## src/rtl/pipe_ctrl_pkg.sv

```systemverilog
// Shared definitions for the pipeline control unit: stage bit indices,
// hold/branch encodings, debug FSM states and the stall-vector helper.
// No ports; imported by pipe_ctrl and pipe_stall_wdt.
package pipe_ctrl_pkg;

  localparam int NUM_STG = 5;
  localparam int STG_PC  = 0;
  localparam int STG_IF  = 1;
  localparam int STG_ID  = 2;
  localparam int STG_EX  = 3;
  localparam int STG_MEM = 4;

  localparam logic STOP          = 1'b1;
  localparam logic NO_STOP       = 1'b0;
  localparam logic BRANCH_ENABLE = 1'b1;

  // While draining/halted only PC and IF are frozen; ID/EX/MEM keep moving
  // so that the instructions already in flight retire as bubbles follow.
  localparam logic [NUM_STG-1:0] HALT_VEC = 5'b00011;

  typedef enum logic [1:0] {
    ST_RUN    = 2'd0,
    ST_DRAIN  = 2'd1,
    ST_HALTED = 2'd2
  } dbg_state_t;

  // A stall in a stage must also hold every stage upstream of it.
  function automatic logic [NUM_STG-1:0] stall_vec_upto(input int stg);
    logic [NUM_STG-1:0] v;
    for (int i = 0; i < NUM_STG; i++) begin
      v[i] = (i <= stg) ? STOP : NO_STOP;
    end
    return v;
  endfunction

endpackage

```

## src/rtl/pipe_stall_wdt.sv

```systemverilog
// Stall watchdog: counts consecutive cycles with any stall request and
// raises a sticky timeout when the count reaches WDT_LIMIT (saturating).
// Ports: clk, rst (sync, active-high), stall_any in, timeout out (registered).
// Only compiled when STALL_WDT_EN is defined; otherwise this file is empty.
`ifdef STALL_WDT_EN
module pipe_stall_wdt
  import pipe_ctrl_pkg::*;
#(
  parameter int WDT_LIMIT = 1024
) (
  input  logic clk,
  input  logic rst,
  input  logic stall_any,
  output logic timeout
);

  localparam int CW = $clog2(WDT_LIMIT + 1);

  logic [CW-1:0] cnt;
  logic [CW-1:0] cnt_next;

  always_comb begin
    cnt_next = '0;
    if (stall_any) begin
      cnt_next = (cnt == CW'(WDT_LIMIT)) ? cnt : cnt + CW'(1);
    end
  end

  always_ff @(posedge clk) begin
    if (rst) begin
      cnt     <= '0;
      timeout <= 1'b0;
    end else begin
      cnt <= cnt_next;
      if (cnt_next == CW'(WDT_LIMIT)) begin
        timeout <= 1'b1;
      end
    end
  end

endmodule
`endif

```

## src/rtl/pipe_ctrl.sv

```systemverilog
// Pipeline control: per-stage hold vector, EX branch redirect (held while EX
// is frozen), and debug halt/resume with drain. Zero-cycle request->stall path.
// Ports: stallreq_* in, ex_branch_* in, halt/resume in; stalled_o, branch_*_o,
// halted_o, stall_timeout_o out. Optional watchdog under macro STALL_WDT_EN.
module pipe_ctrl
  import pipe_ctrl_pkg::*;
#(
  parameter int ADDR_W       = 32,
  parameter int DRAIN_CYCLES = 3
`ifdef STALL_WDT_EN
  ,
  parameter int WDT_LIMIT    = 1024
`endif
) (
  input  logic              clk,
  input  logic              rst,
  input  logic              stallreq_if,
  input  logic              stallreq_id,
  input  logic              stallreq_ex,
  input  logic              stallreq_mem,
  input  logic              ex_branch_flag_i,
  input  logic [ADDR_W-1:0] ex_branch_addr_i,
  input  logic              halt_req_i,
  input  logic              resume_req_i,
  output logic [4:0]        stalled_o,
  output logic              branch_flag_o,
  output logic [ADDR_W-1:0] branch_addr_o,
  output logic              halted_o,
  output logic              stall_timeout_o
);

  localparam int CNT_W = (DRAIN_CYCLES < 1) ? 1 : $clog2(DRAIN_CYCLES + 1);

  dbg_state_t         state;
  logic [CNT_W-1:0]   drain_cnt;
  logic [CNT_W-1:0]   drain_next;
  logic               halted_q;
  logic               pend_v;
  logic [ADDR_W-1:0]  pend_addr;
  logic [NUM_STG-1:0] req_vec;
  logic [NUM_STG-1:0] halt_vec;
  logic               any_req;
  logic               ex_frozen;
  logic               drain_ok;

  assign any_req = stallreq_if | stallreq_id | stallreq_ex | stallreq_mem;

  // Highest (most downstream) requesting stage decides the hold vector.
  always_comb begin
    req_vec = '0;
    if (stallreq_mem)     req_vec = stall_vec_upto(STG_MEM);
    else if (stallreq_ex) req_vec = stall_vec_upto(STG_EX);
    else if (stallreq_id) req_vec = stall_vec_upto(STG_ID);
    else if (stallreq_if) req_vec = stall_vec_upto(STG_IF);
  end

  assign halt_vec  = (state == ST_DRAIN || state == ST_HALTED) ? HALT_VEC : '0;
  assign stalled_o = req_vec | halt_vec;
  assign ex_frozen = stalled_o[STG_EX];

  // A pending branch is older than anything currently in EX, so it takes
  // priority for both the flag and the target.
  assign branch_flag_o = (ex_branch_flag_i | pend_v) & ~ex_frozen;
  assign branch_addr_o = pend_v ? pend_addr : ex_branch_addr_i;

  always_ff @(posedge clk) begin
    if (rst) begin
      pend_v    <= 1'b0;
      pend_addr <= '0;
    end else if (branch_flag_o == BRANCH_ENABLE) begin
      pend_v <= 1'b0;
    end else if (ex_frozen && ex_branch_flag_i && !pend_v) begin
      pend_v    <= 1'b1;
      pend_addr <= ex_branch_addr_i;
    end
  end

  // A drain cycle only counts when nothing is stalled and no redirect is
  // still owed; otherwise the in-flight instructions have not advanced.
  assign drain_ok   = ~any_req & ~pend_v;
  assign drain_next = (drain_ok && drain_cnt != '0) ? drain_cnt - CNT_W'(1) : drain_cnt;

  always_ff @(posedge clk) begin
    if (rst) begin
      state     <= ST_RUN;
      drain_cnt <= '0;
      halted_q  <= 1'b0;
    end else begin
      case (state)
        ST_RUN: begin
          if (halt_req_i) begin
            state     <= ST_DRAIN;
            drain_cnt <= CNT_W'(DRAIN_CYCLES);
          end
        end
        ST_DRAIN: begin
          drain_cnt <= drain_next;
          if (drain_next == '0) begin
            state    <= ST_HALTED;
            halted_q <= 1'b1;
          end
        end
        ST_HALTED: begin
          if (resume_req_i) begin
            state    <= ST_RUN;
            halted_q <= 1'b0;
          end
        end
        default: begin
          state    <= ST_RUN;
          halted_q <= 1'b0;
        end
      endcase
    end
  end

  assign halted_o = halted_q;

`ifdef STALL_WDT_EN
  pipe_stall_wdt #(
    .WDT_LIMIT(WDT_LIMIT)
  ) u_wdt (
    .clk      (clk),
    .rst      (rst),
    .stall_any(any_req),
    .timeout  (stall_timeout_o)
  );
`else
  assign stall_timeout_o = 1'b0;
`endif

endmodule

```

## config.mk

```make
export PLATFORM = sky130hd
export DESIGN_NAME = pipe_ctrl
export DESIGN_NICKNAME = d
export VERILOG_FILES = /design/src/rtl/pipe_ctrl_pkg.sv /design/src/rtl/pipe_stall_wdt.sv /design/src/rtl/pipe_ctrl.sv
export SDC_FILE = /design/constraint.sdc
export NUM_CORES = 1
export LEC_CHECK = 0
export CAP_MARGIN = 20
export CORE_AREA = 5 5 76 78
export DETAILED_ROUTE_END_ITERATION = 16
export DIE_AREA = 0 0 81 83
export PLACE_DENSITY = 0.79
export SLEW_MARGIN = 20
export SYNTH_ARGS = -nofsm -noshare
export SYNTH_HDL_FRONTEND = slang
export SYNTH_HIERARCHICAL = 1
export SYNTH_SLANG_ARGS = --single-unit
```

## constraint.sdc

```tcl
create_clock -name clk -period 2.1 [get_ports clk]
set_input_delay 0.42 -clock clk [delete_from_list [all_inputs] [get_ports clk]]
set_output_delay 0.42 -clock clk [all_outputs]
set_load 0.02 [all_outputs]
```

==> results.py <==
metrics = {
    "run_status": {
        "status": "finished clean",
    },
    "clocking": {
        "post-cts-setup-buffers": 0,
        "clock_sinks": 38,
        "root_buffer": "clkbuf_8",
        "clk_latency_ps": 280,
        "ctsHtreeMaxLevel": 2,
        "cts_tree": "done",
        "cts.clk_slew.worst_paths_ps": 70,
        "numCtsBuffers": 5,
        "cts_hold_buffers": 0,
        "clock_path_buffers": 2,
    },
    "critical_path": {
        "critPathMaxFanout": 2,
        "worstPathArrival_ps": 1600,
        "crit_path_start_kind": "input pin",
        "cp-end-kind": "primary output",
        "cp.required_ps": 1680,
        "cp_top_family": "simple AND/OR/NAND/NOR gates",
        "cp_cell_sequence": "dlygate4sd2_1 -> or3_4 -> or3_4 -> buf_2",
        "cp_slowest_cell": "or3_4",
        "path_buf_inv": 2,
        "cp_slowest_stage_delay_ps": 390,
        "path_common_cell": "or3_4",
        "path_class": "input pin to primary output",
    },
    "routing": {
        "via_per_inst": 4.790,
        "route.vias.total": 1844,
        "wl_per_cell_um": 12.94,
        "drt_iter0_markers": 46,
        "routed_wl_um": 4983,
        "drc": 0,
        "ant_nets": 0,
        "drtPass1Iterations": 4,
    },
    "hold_path": {
        "hold_path_class": "flop to flop",
    },
    "logic_synthesis": {
        "synth_area_mm2": 0.001946,
        "ys_types": 33,
        "ys_seq_area_frac": 0.3910,
        "synth_flop_cell": "dfxtp_1",
        "ys_warn_count": 6,
        "synthArstFlopShare": 0,
        "synth_edf_count": 0,
        "syn_inst": 230,
        "synth_nets": 275,
        "synth_seq_cells": 38,
        "synth.avg_cell_area_um2": 8.459,
    },
    "grt": {
        "grt_pass1_vias": 1844,
        "grt_first_pass_wirelength_um": 8438,
        "grt-ovfl-total": 0,
        "track_usage": 0.1560,
        "antenna_found_initial": 0,
        "grt_max_degree": 24,
    },
    "power_and_ir_drop": {
        "ir_drop_v": 0.0004335,
        "leakage_nw": 1.207,
        "power_density_mw_per_mm2": 698.1,
    },
    "timing": {
        "finalHoldViolCount": 0,
        "fin_skew_ps": 0.7474,
        "fin_tns_setup_ps": 0,
        "rsz0062_at_grt": "no",
        "final_max_slew_viol_count": 0,
        "clock.fmax_mhz": 494.9,
        "finalCriticalPeriod_ps": 2021,
        "min_period_over_period": 0.9622,
        "setup_viol": 0,
    },
    "floorplan": {
        "ioPinCount": 81,
        "core-area_mm2": 0.005010,
        "die_h_um": 83,
        "die-area_mm2": 0.006723,
        "rows": 26,
        "start_util": 0.3884,
        "die_w_um": 81,
    },
    "layout": {
        "antenna_cells": 0,
        "area.growth.synth_to_final_pct": 51.32,
        "nets": 361,
        "final_util": 0.5877,
        "drive_gt1_frac": 0.2127,
    },
    "placed_design": {
        "port_buffers": 79,
        "dp_hpwl_um": 3775,
        "globalplace.congestion": 0.7771,
    },
    "job": {
        "maxCapViolCount": 0,
    },
}
what timing repair did:
action	in CTS	in global routing
pin swaps	2	0
setup endpoints to repair	37	1
cloned	0	0
gates resized for setup	48	1
flip-flops by register name (all words and copies together) (netlist names):
| signal | count |
|---|---|
| drain_cnt | 2 |
| pend_v | 1 |
| pend_addr | 32 |
| halted_o | 1 |
| state | 2 |
synthesized netlist by cell type (3+ instances only):
cell,instances,area share
nand2_1,67,0.13
dfxtp_1,38,0.39
a21oi_1,33,0.085
mux2_2,32,0.19
clkbuf_1,10,0.019
inv_1,7,0.014
nor2_1,5,0.0096
ha_1,4,0.026
buf_2,3,0.0077
buf_4,3,0.012
nor3_1,3,0.0077
worst paths after layout:
check                              startpoint            end  slack [ps]  cells past startpoint
worst max-delay path              stallreq_ex   stalled_o[1]          80                      4
worst min-delay path            pend_addr[16]  pend_addr[16]         450                      2
worst max register to register   drain_cnt[0]       state[0]         440                      6
worst min register to register  pend_addr[16]  pend_addr[16]         450                      2
placed cells by master, fill, tap and decap left out, types with 2 or more instances in the layout:
master           netlist  final
a211oi_2               2      2
a21oi_1               33     33
buf_12                 0      2
buf_4                  3     15
clkbuf_8               0      6
clkdlybuf4s50_1        0     40
dfxtp_1               38     37
dlygate4sd2_1          0     36
ha_1                   4      4
inv_1                  7      7
mux2_2                32     32
nand2_1               67     67
nand2b_1               2      2
nor2_1                 5      5
nor3_1                 3      3
or3_4                  0      2
worst reg2reg max path, stage by stage, from the launching register on:
cell      delay [ps]
dfxtp_1          430
inv_1             70
ha_1             230
nor4_4           220
a211oi_2         160
o311ai_1         340
a211oi_2         110
metrics by stage:
step / hold slack (ps) / cell area, µm² / cells / worst slack, ps / power (mW)
6_report: 452.3 / 2944 / 385 / 79.38 / 2.055
5_1_grt: 473.1 / 2944 / 385 / 47.24 / 2.193
4_1_cts: 456.2 / 2942 / 385 / 51.46 / 2.084
3_5_place_dp: 444.9 / 2898 / 379 / -443.6 / 1.634
3_3_place_gp: 438.6 / 2898 / 379 / -406.1 / 1.614
2_1_floorplan: 432.9 / 1946 / 230 / 127.7 / 1.317
area by class of cell:
| cell class | count | area [µm²] |
|---|---|---|
| clock buffer | 6 | 82.58 |
| fill | 486 | 2066 |
| inverter | 7 | 26.28 |
| multi-input combinational | 168 | 1089 |
| sequential | 38 | 762.0 |
| tap | 70 | 87.58 |
| timing repair buffer | 96 | 897.1 |
cell families (layout without fill, tap and decap cells):
logic type	Yosys count	after routing	synth area share
multiplexers	33	33	0.1904
AO/OA/AOI/OAI	44	44	0.1370
other	1	1	0.001927
buffers and inverters	24	109	0.05788
AND/OR/NAND/NOR	86	86	0.1961
flip-flops	38	38	0.3910
adder cells (fa/ha/maj)	4	4	0.02572
where the power goes:
part | total, mW | internal, mW | switching, mW
Combinational | 0.733 | 0.355 | 0.378
Clock | 0.480 | 0.253 | 0.227
Sequential | 0.842 | 0.792 | 0.0504
layer usage:
| metal | share of wire | wire length [µm] | GRT usage | vias to the layer above |
|---|---|---|---|---|
| met4 | 0.0056 | 28 | 0.03687 | 0 |
| li1 | - | - | - | 944 |
| met5 | 0 | 0 | 0 | - |
| met1 | 0.43 | 2124 | 0.1870 | 836 |
| met2 | 0.49 | 2461 | 0.2636 | 60 |
| met3 | 0.074 | 367 | 0.05411 | 4 |
Note: power is estimated with default switching activity, not from simulation.
